**src/rtl/inst_encoder.sv**
```systemverilog
// ---------------------------------------------------------------------------
// inst_encoder
//
// Streaming instruction encoder, the inverse of the immediate extender.
// Each input carries decoded fields, a 32-bit immediate and an ExtSel mode.
// If the extender can reproduce the immediate from the packed word, the word
// is emitted with an auto-incrementing byte address. Otherwise the input is
// dropped and counted.
//
// Ports
//   CLK, RST_n        clock (rising edge), asynchronous active-low reset
//   load_base         one-cycle pulse: next_addr <= base_addr
//   base_addr         start address for subsequent words
//   in_valid/in_ready input handshake (in_ready = !out_valid || out_ready)
//   Op,Rs,Rt,Rd,Funct instruction fields
//   ExtSel            00 shamt, 01 zero-ext, 10 sign-ext, 11 none
//   imm_32            desired extended immediate
//   out_valid/out_ready output handshake
//   out_inst,out_addr packed word and its byte address
//   err_pulse         one cycle after a rejected accept
//   err_cnt           saturating count of rejected inputs
// ---------------------------------------------------------------------------
module inst_encoder #(
    parameter int ADDR_W = 32,
    parameter int ERR_W  = 8
) (
    input  logic              CLK,
    input  logic              RST_n,
    input  logic              load_base,
    input  logic [ADDR_W-1:0] base_addr,
    input  logic              in_valid,
    output logic              in_ready,
    input  logic [5:0]        Op,
    input  logic [4:0]        Rs,
    input  logic [4:0]        Rt,
    input  logic [4:0]        Rd,
    input  logic [5:0]        Funct,
    input  logic [1:0]        ExtSel,
    input  logic [31:0]       imm_32,
    output logic              out_valid,
    input  logic              out_ready,
    output logic [31:0]       out_inst,
    output logic [ADDR_W-1:0] out_addr,
    output logic              err_pulse,
    output logic [ERR_W-1:0]  err_cnt
);

    logic              fit;
    logic [31:0]       packed_w;
    logic              accept;
    logic [ADDR_W-1:0] cur_addr;

    logic              out_valid_q, out_valid_d;
    logic [31:0]       out_inst_q,  out_inst_d;
    logic [ADDR_W-1:0] out_addr_q,  out_addr_d;
    logic [ADDR_W-1:0] next_addr_q, next_addr_d;
    logic              err_pulse_q, err_pulse_d;
    logic [ERR_W-1:0]  err_cnt_q,   err_cnt_d;

    // Representability check and packing per immediate mode.
    always_comb begin
        fit      = 1'b0;
        packed_w = '0;
        case (ExtSel)
            2'b00: begin
                fit      = (imm_32[31:5] == '0);
                packed_w = {Op, 5'b0, Rt, Rd, imm_32[4:0], Funct};
            end
            2'b01: begin
                fit      = (imm_32[31:16] == '0);
                packed_w = {Op, Rs, Rt, imm_32[15:0]};
            end
            2'b10: begin
                fit      = (imm_32[31:16] == {16{imm_32[15]}});
                packed_w = {Op, Rs, Rt, imm_32[15:0]};
            end
            default: begin
                fit      = (imm_32 == '0);
                packed_w = {Op, Rs, Rt, Rd, 5'b0, Funct};
            end
        endcase
    end

    assign in_ready = !out_valid_q || out_ready;
    assign accept   = in_valid && in_ready;
    // A base load in the same cycle as a fit accept addresses that word.
    assign cur_addr = load_base ? base_addr : next_addr_q;

    always_comb begin
        out_valid_d = out_valid_q;
        out_inst_d  = out_inst_q;
        out_addr_d  = out_addr_q;
        next_addr_d = cur_addr;
        err_pulse_d = 1'b0;
        err_cnt_d   = err_cnt_q;

        if (out_valid_q && out_ready) begin
            out_valid_d = 1'b0;
        end

        if (accept) begin
            if (fit) begin
                out_valid_d = 1'b1;
                out_inst_d  = packed_w;
                out_addr_d  = cur_addr;
                next_addr_d = cur_addr + ADDR_W'(4);
            end else begin
                err_pulse_d = 1'b1;
                if (err_cnt_q != '1) begin
                    err_cnt_d = err_cnt_q + ERR_W'(1);
                end
            end
        end
    end

    always_ff @(posedge CLK or negedge RST_n) begin
        if (!RST_n) begin
            out_valid_q <= 1'b0;
            out_inst_q  <= '0;
            out_addr_q  <= '0;
            next_addr_q <= '0;
            err_pulse_q <= 1'b0;
            err_cnt_q   <= '0;
        end else begin
            out_valid_q <= out_valid_d;
            out_inst_q  <= out_inst_d;
            out_addr_q  <= out_addr_d;
            next_addr_q <= next_addr_d;
            err_pulse_q <= err_pulse_d;
            err_cnt_q   <= err_cnt_d;
        end
    end

    assign out_valid = out_valid_q;
    assign out_inst  = out_inst_q;
    assign out_addr  = out_addr_q;
    assign err_pulse = err_pulse_q;
    assign err_cnt   = err_cnt_q;

endmodule

```
**config.mk**
```make
export PLATFORM = sky130hd
export DESIGN_NAME = inst_encoder
export DESIGN_NICKNAME = d
export VERILOG_FILES = /design/src/rtl/inst_encoder.sv
export SDC_FILE = /design/constraint.sdc
export NUM_CORES = 1
export LEC_CHECK = 0
export CAP_MARGIN = 10
export CORE_MARGIN = 2
export CORE_UTILIZATION = 63
export DETAILED_ROUTE_END_ITERATION = 6
export DONT_BUFFER_PORTS = 1
export PLACE_DENSITY = 0.84
export SLEW_MARGIN = 5
export SYNTH_ARGS = -nofsm -noshare
export SYNTH_HDL_FRONTEND = slang
export SYNTH_SLANG_ARGS = --single-unit
```
**constraint.sdc**
```tcl
create_clock -name CLK -period 2.7 [get_ports CLK]
set_clock_uncertainty 0.2 [all_clocks]
set_input_delay 0.81 -clock CLK [delete_from_list [all_inputs] [get_ports CLK]]
set_output_delay 0.81 -clock CLK [all_outputs]
set_load 0.01 [all_outputs]
```
## Word-level counts from Yosys, hierarchy flattened

Index checks and enable logic that the tools add are counted.

| storage, ports and cells | value |
|---|---|
| register bits | 106 |
| input port bits | 98 |
| output and inout bits | 75 |
| logic and storage cells | 34 |

| operators by class | value |
|---|---|
| add/subtract/negate cells | 2 |
| eq/ne operators | 4 |
| mux-type cells | 10 |
| bitwise gates (word level) | 1 |
| reductions and logical operators | 11 |

Operator list:

| cell | count |
|---|---|
| $mux 32 | 3 |
| $pmux 26 s2 | 1 |
| $add 32x3->32 const B | 1 |
| $logic_not 32->1 | 1 |
| $logic_not 27->1 | 1 |
| $eq 16x16->1 | 1 |
| $logic_not 16->1 | 1 |
| $add 8x1->8 const B | 1 |
| $ne 8x8->1 const B | 1 |
| $mux 1 | 5 |
| $pmux 1 s3 | 1 |
| $reduce_and 3->1 | 1 |
| $eq 2x1->1 const B | 1 |
| $eq 2x2->1 const B | 1 |
| $logic_and 1x1->1 | 2 |
| $logic_not 2->1 | 1 |
| $reduce_and 2->1 | 1 |
| $reduce_or 2->1 | 1 |
| $logic_not 1->1 | 1 |
| $logic_or 1x1->1 | 1 |
| $not 1->1 | 1 |

## Longest topological paths before layout

| depth | value |
|---|---|
| word-level depth | 4 |
| depth in mapped cells | 12 |
| mapped depth without buffers | 8 |

## Worst setup path after synthesis

No wires, ideal clock.

| path | value |
|---|---|
| path kind | input port to flip-flop |
| start point | input load_base |
| end point | register next_addr_q[30] |
| setup time | 0.138 ns |
| data arrival time | 2.713 ns |
| required time | 2.362 ns |
| path slack | -0.351 ns |
| stages on the path | 12 |
| buffers on the path | 5 |
| path through | buf_6 > buf_12 > buf_2 > buf_2 > buf_2 > a21oi_1 > inv_1 > ha_1 > nand3_1 > nor2_1 > o2111ai_1 > xor2_1 |

| between the ends | value |
|---|---|
| longest elaborated chain between the ends | 4 |

RTL lines:

| element | line | source |
|---|---|---|
| start, declared | 29 | `input logic load_base,` |
| $mux 32 | 87 | `assign cur_addr = load_base ? base_addr : next_addr_q;` |
| net cur_addr[3] | 51 | `logic [ADDR_W-1:0] cur_addr;` |
| $add 32x3->32 | 106 | `next_addr_d = cur_addr + ADDR_W'(4);` |
| $mux 32 | 102 | `if (fit) begin` |
| $mux 32 | 101 | `if (accept) begin` |
| net next_addr_d[30] | 56 | `logic [ADDR_W-1:0] next_addr_q, next_addr_d;` |
| end signal, assigned | 128 | `next_addr_q <= next_addr_d;` |
| end, declared | 56 |  |

The timed path passes the listed nets, and every way through them passes these cells.
A chain may end at the register's enable or synchronous reset.

## Final worst setup path

| path | value |
|---|---|
| start point | input imm_32[5] |
| end point | register next_addr_q[15] |

| between the ends | value |
|---|---|
| longest elaborated chain between the ends | 4 |
| elaborated cells on any way between the ends | 5 |
| those cells by class | 3 x mux; 2 x reduce/logical |

RTL lines:

| element | line | source |
|---|---|---|
| start, declared | 39 | `input logic [31:0] imm_32,` |
| $logic_not 32->1 / $logic_not 27->1 (equally long branches) | 78, 66 |  |
| $pmux 1 s3 (*) | 64 | `case (ExtSel)` |
| $mux 32 (*) | 102 |  |
| $mux 32 (*) | 101 |  |
| net next_addr_d[15] | 56 |  |

The timed path passes the listed nets; every way through them passes the cells marked *.

==> metrics.txt <==
H-tree depth=3; Final Net Count=615; DR WL/cell=18.4 µm; Setup CP Type=primary input to flop; final WL=11400 µm; sequential share of the synthesized area=50.9%; CTS sink count=106; Synth Instances=489; Setup crit start=imm_32[5]; Critical Path RT=2790 ps; critical path fanouts, max=20; XOR/XNOR share of the synthesized area=5.72%; worst-margin pin slew=540 ps; layout cell share with drive strength beyond 1=19.0%; top post-synthesis cells by area=dfrtp_1 (51%), o21ai_0 (5.5%), xnor2_1 (5.0%), mux2i_1 (5.0%), nand2_1 (4.9%); area post-placement=0.00564 mm²; Antenna Nets Post-Route=0; Final Slew Violations=0; crit path DAT=2560 ps; Netlist Area Pre-Place=0.00521 mm²; final worst path period need=2470 ps; unrepaired setup endpoints after global routing=no; worst hold path class=primary input to async pin; TritonCTS clock tree=done; pre-CTS WS=-173 ps; dominant synthesized flop cell=dfrtp_1; post-CTS setup buffer count=0; global-route wire length before repair=17800 µm; Initial Util=64.1%; Setup Viol. Count Final=0; area delta synth->final=11.8%; most frequent cells in the layout=dfrtp_1 (106), nand2_1 (68), o21ai_0 (57), buf_4 (31), xnor2_1 (30); Simple-Gate Fraction of Synth Area=17.2%; post-route cell area=0.00583 mm²; I/O Pins=173; placed cell count=604; period utilization=91.3%; worst hold margin=-71.6 ps; Post-synth EDFFs=0; Root Driver=clkbuf_8; CP startpoint kind=primary input; gr usage total=25.6%; IO buf count=0; DR vias=3795; width of the die=94.9 µm; status=complete, but fails checks; clk buf depth=2; number of global-route vias before repair=3691; Syn Area/Cell=10.7 µm²; FF+latch count, synth=106; initial antenna violation count=0; clock slew at reported path FFs=110 ps; DR pass1 iterations=4; failing checks=negative hold slack; total power=3.08 mW; total grt overflow=0; DRC errors left=0; leading area contributor after synthesis=dfrtp_1; Highest Clock Rate=406 MHz; Die Y=94.9 µm; Leak Pwr=2.51 nW; critical path endpoint category=flop; Non-Filler Instances=620; slew margin rel.=64.0%; Fin. Hold Viols=106; Setup TNS=0 ps; Vias per Instance=6.12; final RePlAce weighted congestion=0.783; DPL Wire Length=8610 µm; FP Rows=33; pwr dens=529 mW/mm²; mux cell area share after synthesis=9.10%; later-pin clock latency in the skew report=360 ps; Max-Cap Viols=0; Synth async-reset ratio=100%; Ant. Diodes=0; Synth Area in Compound Gates=12.4%; Synth top area share=50.9%; maximum vdd drop=0.000296 V; Synth cell types=55; PnR worst setup slack=234 ps; RR Startpoint=err_cnt[0]$_DFFE_PN0P_; post_cts resized=0; Post-Syn Nets=594; YS warnings=0; post-route core utilization=71.6%; main combinational cell family by area after synthesis=simple AND/OR/NAND/NOR gates; die footprint=0.00901 mm²; Iteration-0 DRC Markers=171; Num CTS Buffers=9; pin count of the biggest net entering global routing=107; commonest non-fill, non-tap cell in the layout=dfrtp_1; area of the core=0.00813 mm²; Post-Synth Adder-Cell Area=1.68%
[kinds of logic after synthesis]
kind of cell / after synthesis
and+or+nand+nor: 161
DFF: 106
AOI/OAI and AO/OA: 103
muxes: 45
xor gates and xnor gates: 34
buffers and inverters: 33
adders and majority gates: 7
[power by group]
part	switching, mW	internal (mW)
Sequential	0.121	1.68
Combinational	0.174	0.179
Clock	0.553	0.377
[state kept, by name, summed over array words and instances, names as in the netlist]
name         flops
out_addr        32
out_inst        32
next_addr_q     32
err_cnt          8
err_pulse        1
out_valid        1
[layout make-up]
cell class              instances  area (µm²)
flip-flops and latches        106        2650
multi-input cells             350        2510
fillers                       563        2310
repair buffers                 35         313
clock buffers                  11         141
well taps                     105         131
clock inverters                 5        45.0
inverters                       8        30.0
[layer usage]
layer	track usage, %	part of all wire, %	vias up
li1	-	-	1790
met1	33.7	41	1837
met2	40.7	49	145
met3	6.86	7.6	23
met4	9.66	2.1	0
met5	0	0	-
[cells in the mapped netlist (4+ instances only)]
cell type  count
ha_1           7
inv_1          7
dfrtp_1      106
mux2i_1       26
a31oi_1        5
xnor2_1       30
o21ai_0       57
nor2b_1        7
nand4_1        7
buf_2          6
a21oi_1        6
clkbuf_1      16
and3_1         4
nor3_1        12
nand2_1       68
nand3_1       13
a22oi_1       11
a22o_1         6
xor2_1         4
mux2_2        19
nor4_1        14
nor2_1        12
[critical path, stage by stage]
cell      delay, ps
nor4_1          360
nand3_1         210
nor4_4          380
a211oi_4        110
buf_12          180
nor4_1          340
xnor2_1         160
[worst paths after layout]
| check | endpoint | slack [ps] | depth (start not counted) |
|---|---|---|---|
| hold / removal | out_addr[18]$_DFFE_PN0P_ | -70 | 0 |
| min in group CLK | next_addr_q[1]$_DFF_PN0_ | 320 | 1 |
| setup / recovery | next_addr_q[15]$_DFF_PN0_ | 230 | 7 |
| setup reg to reg | err_cnt[1]$_DFFE_PN0P_ | 360 | 6 |
| max in group asynchronous | err_cnt[7]$_DFFE_PN0P_ | 2230 | 0 |
| hold reg to reg | next_addr_q[1]$_DFF_PN0_ | 320 | 1 |
(Power assumes the default switching activity.)
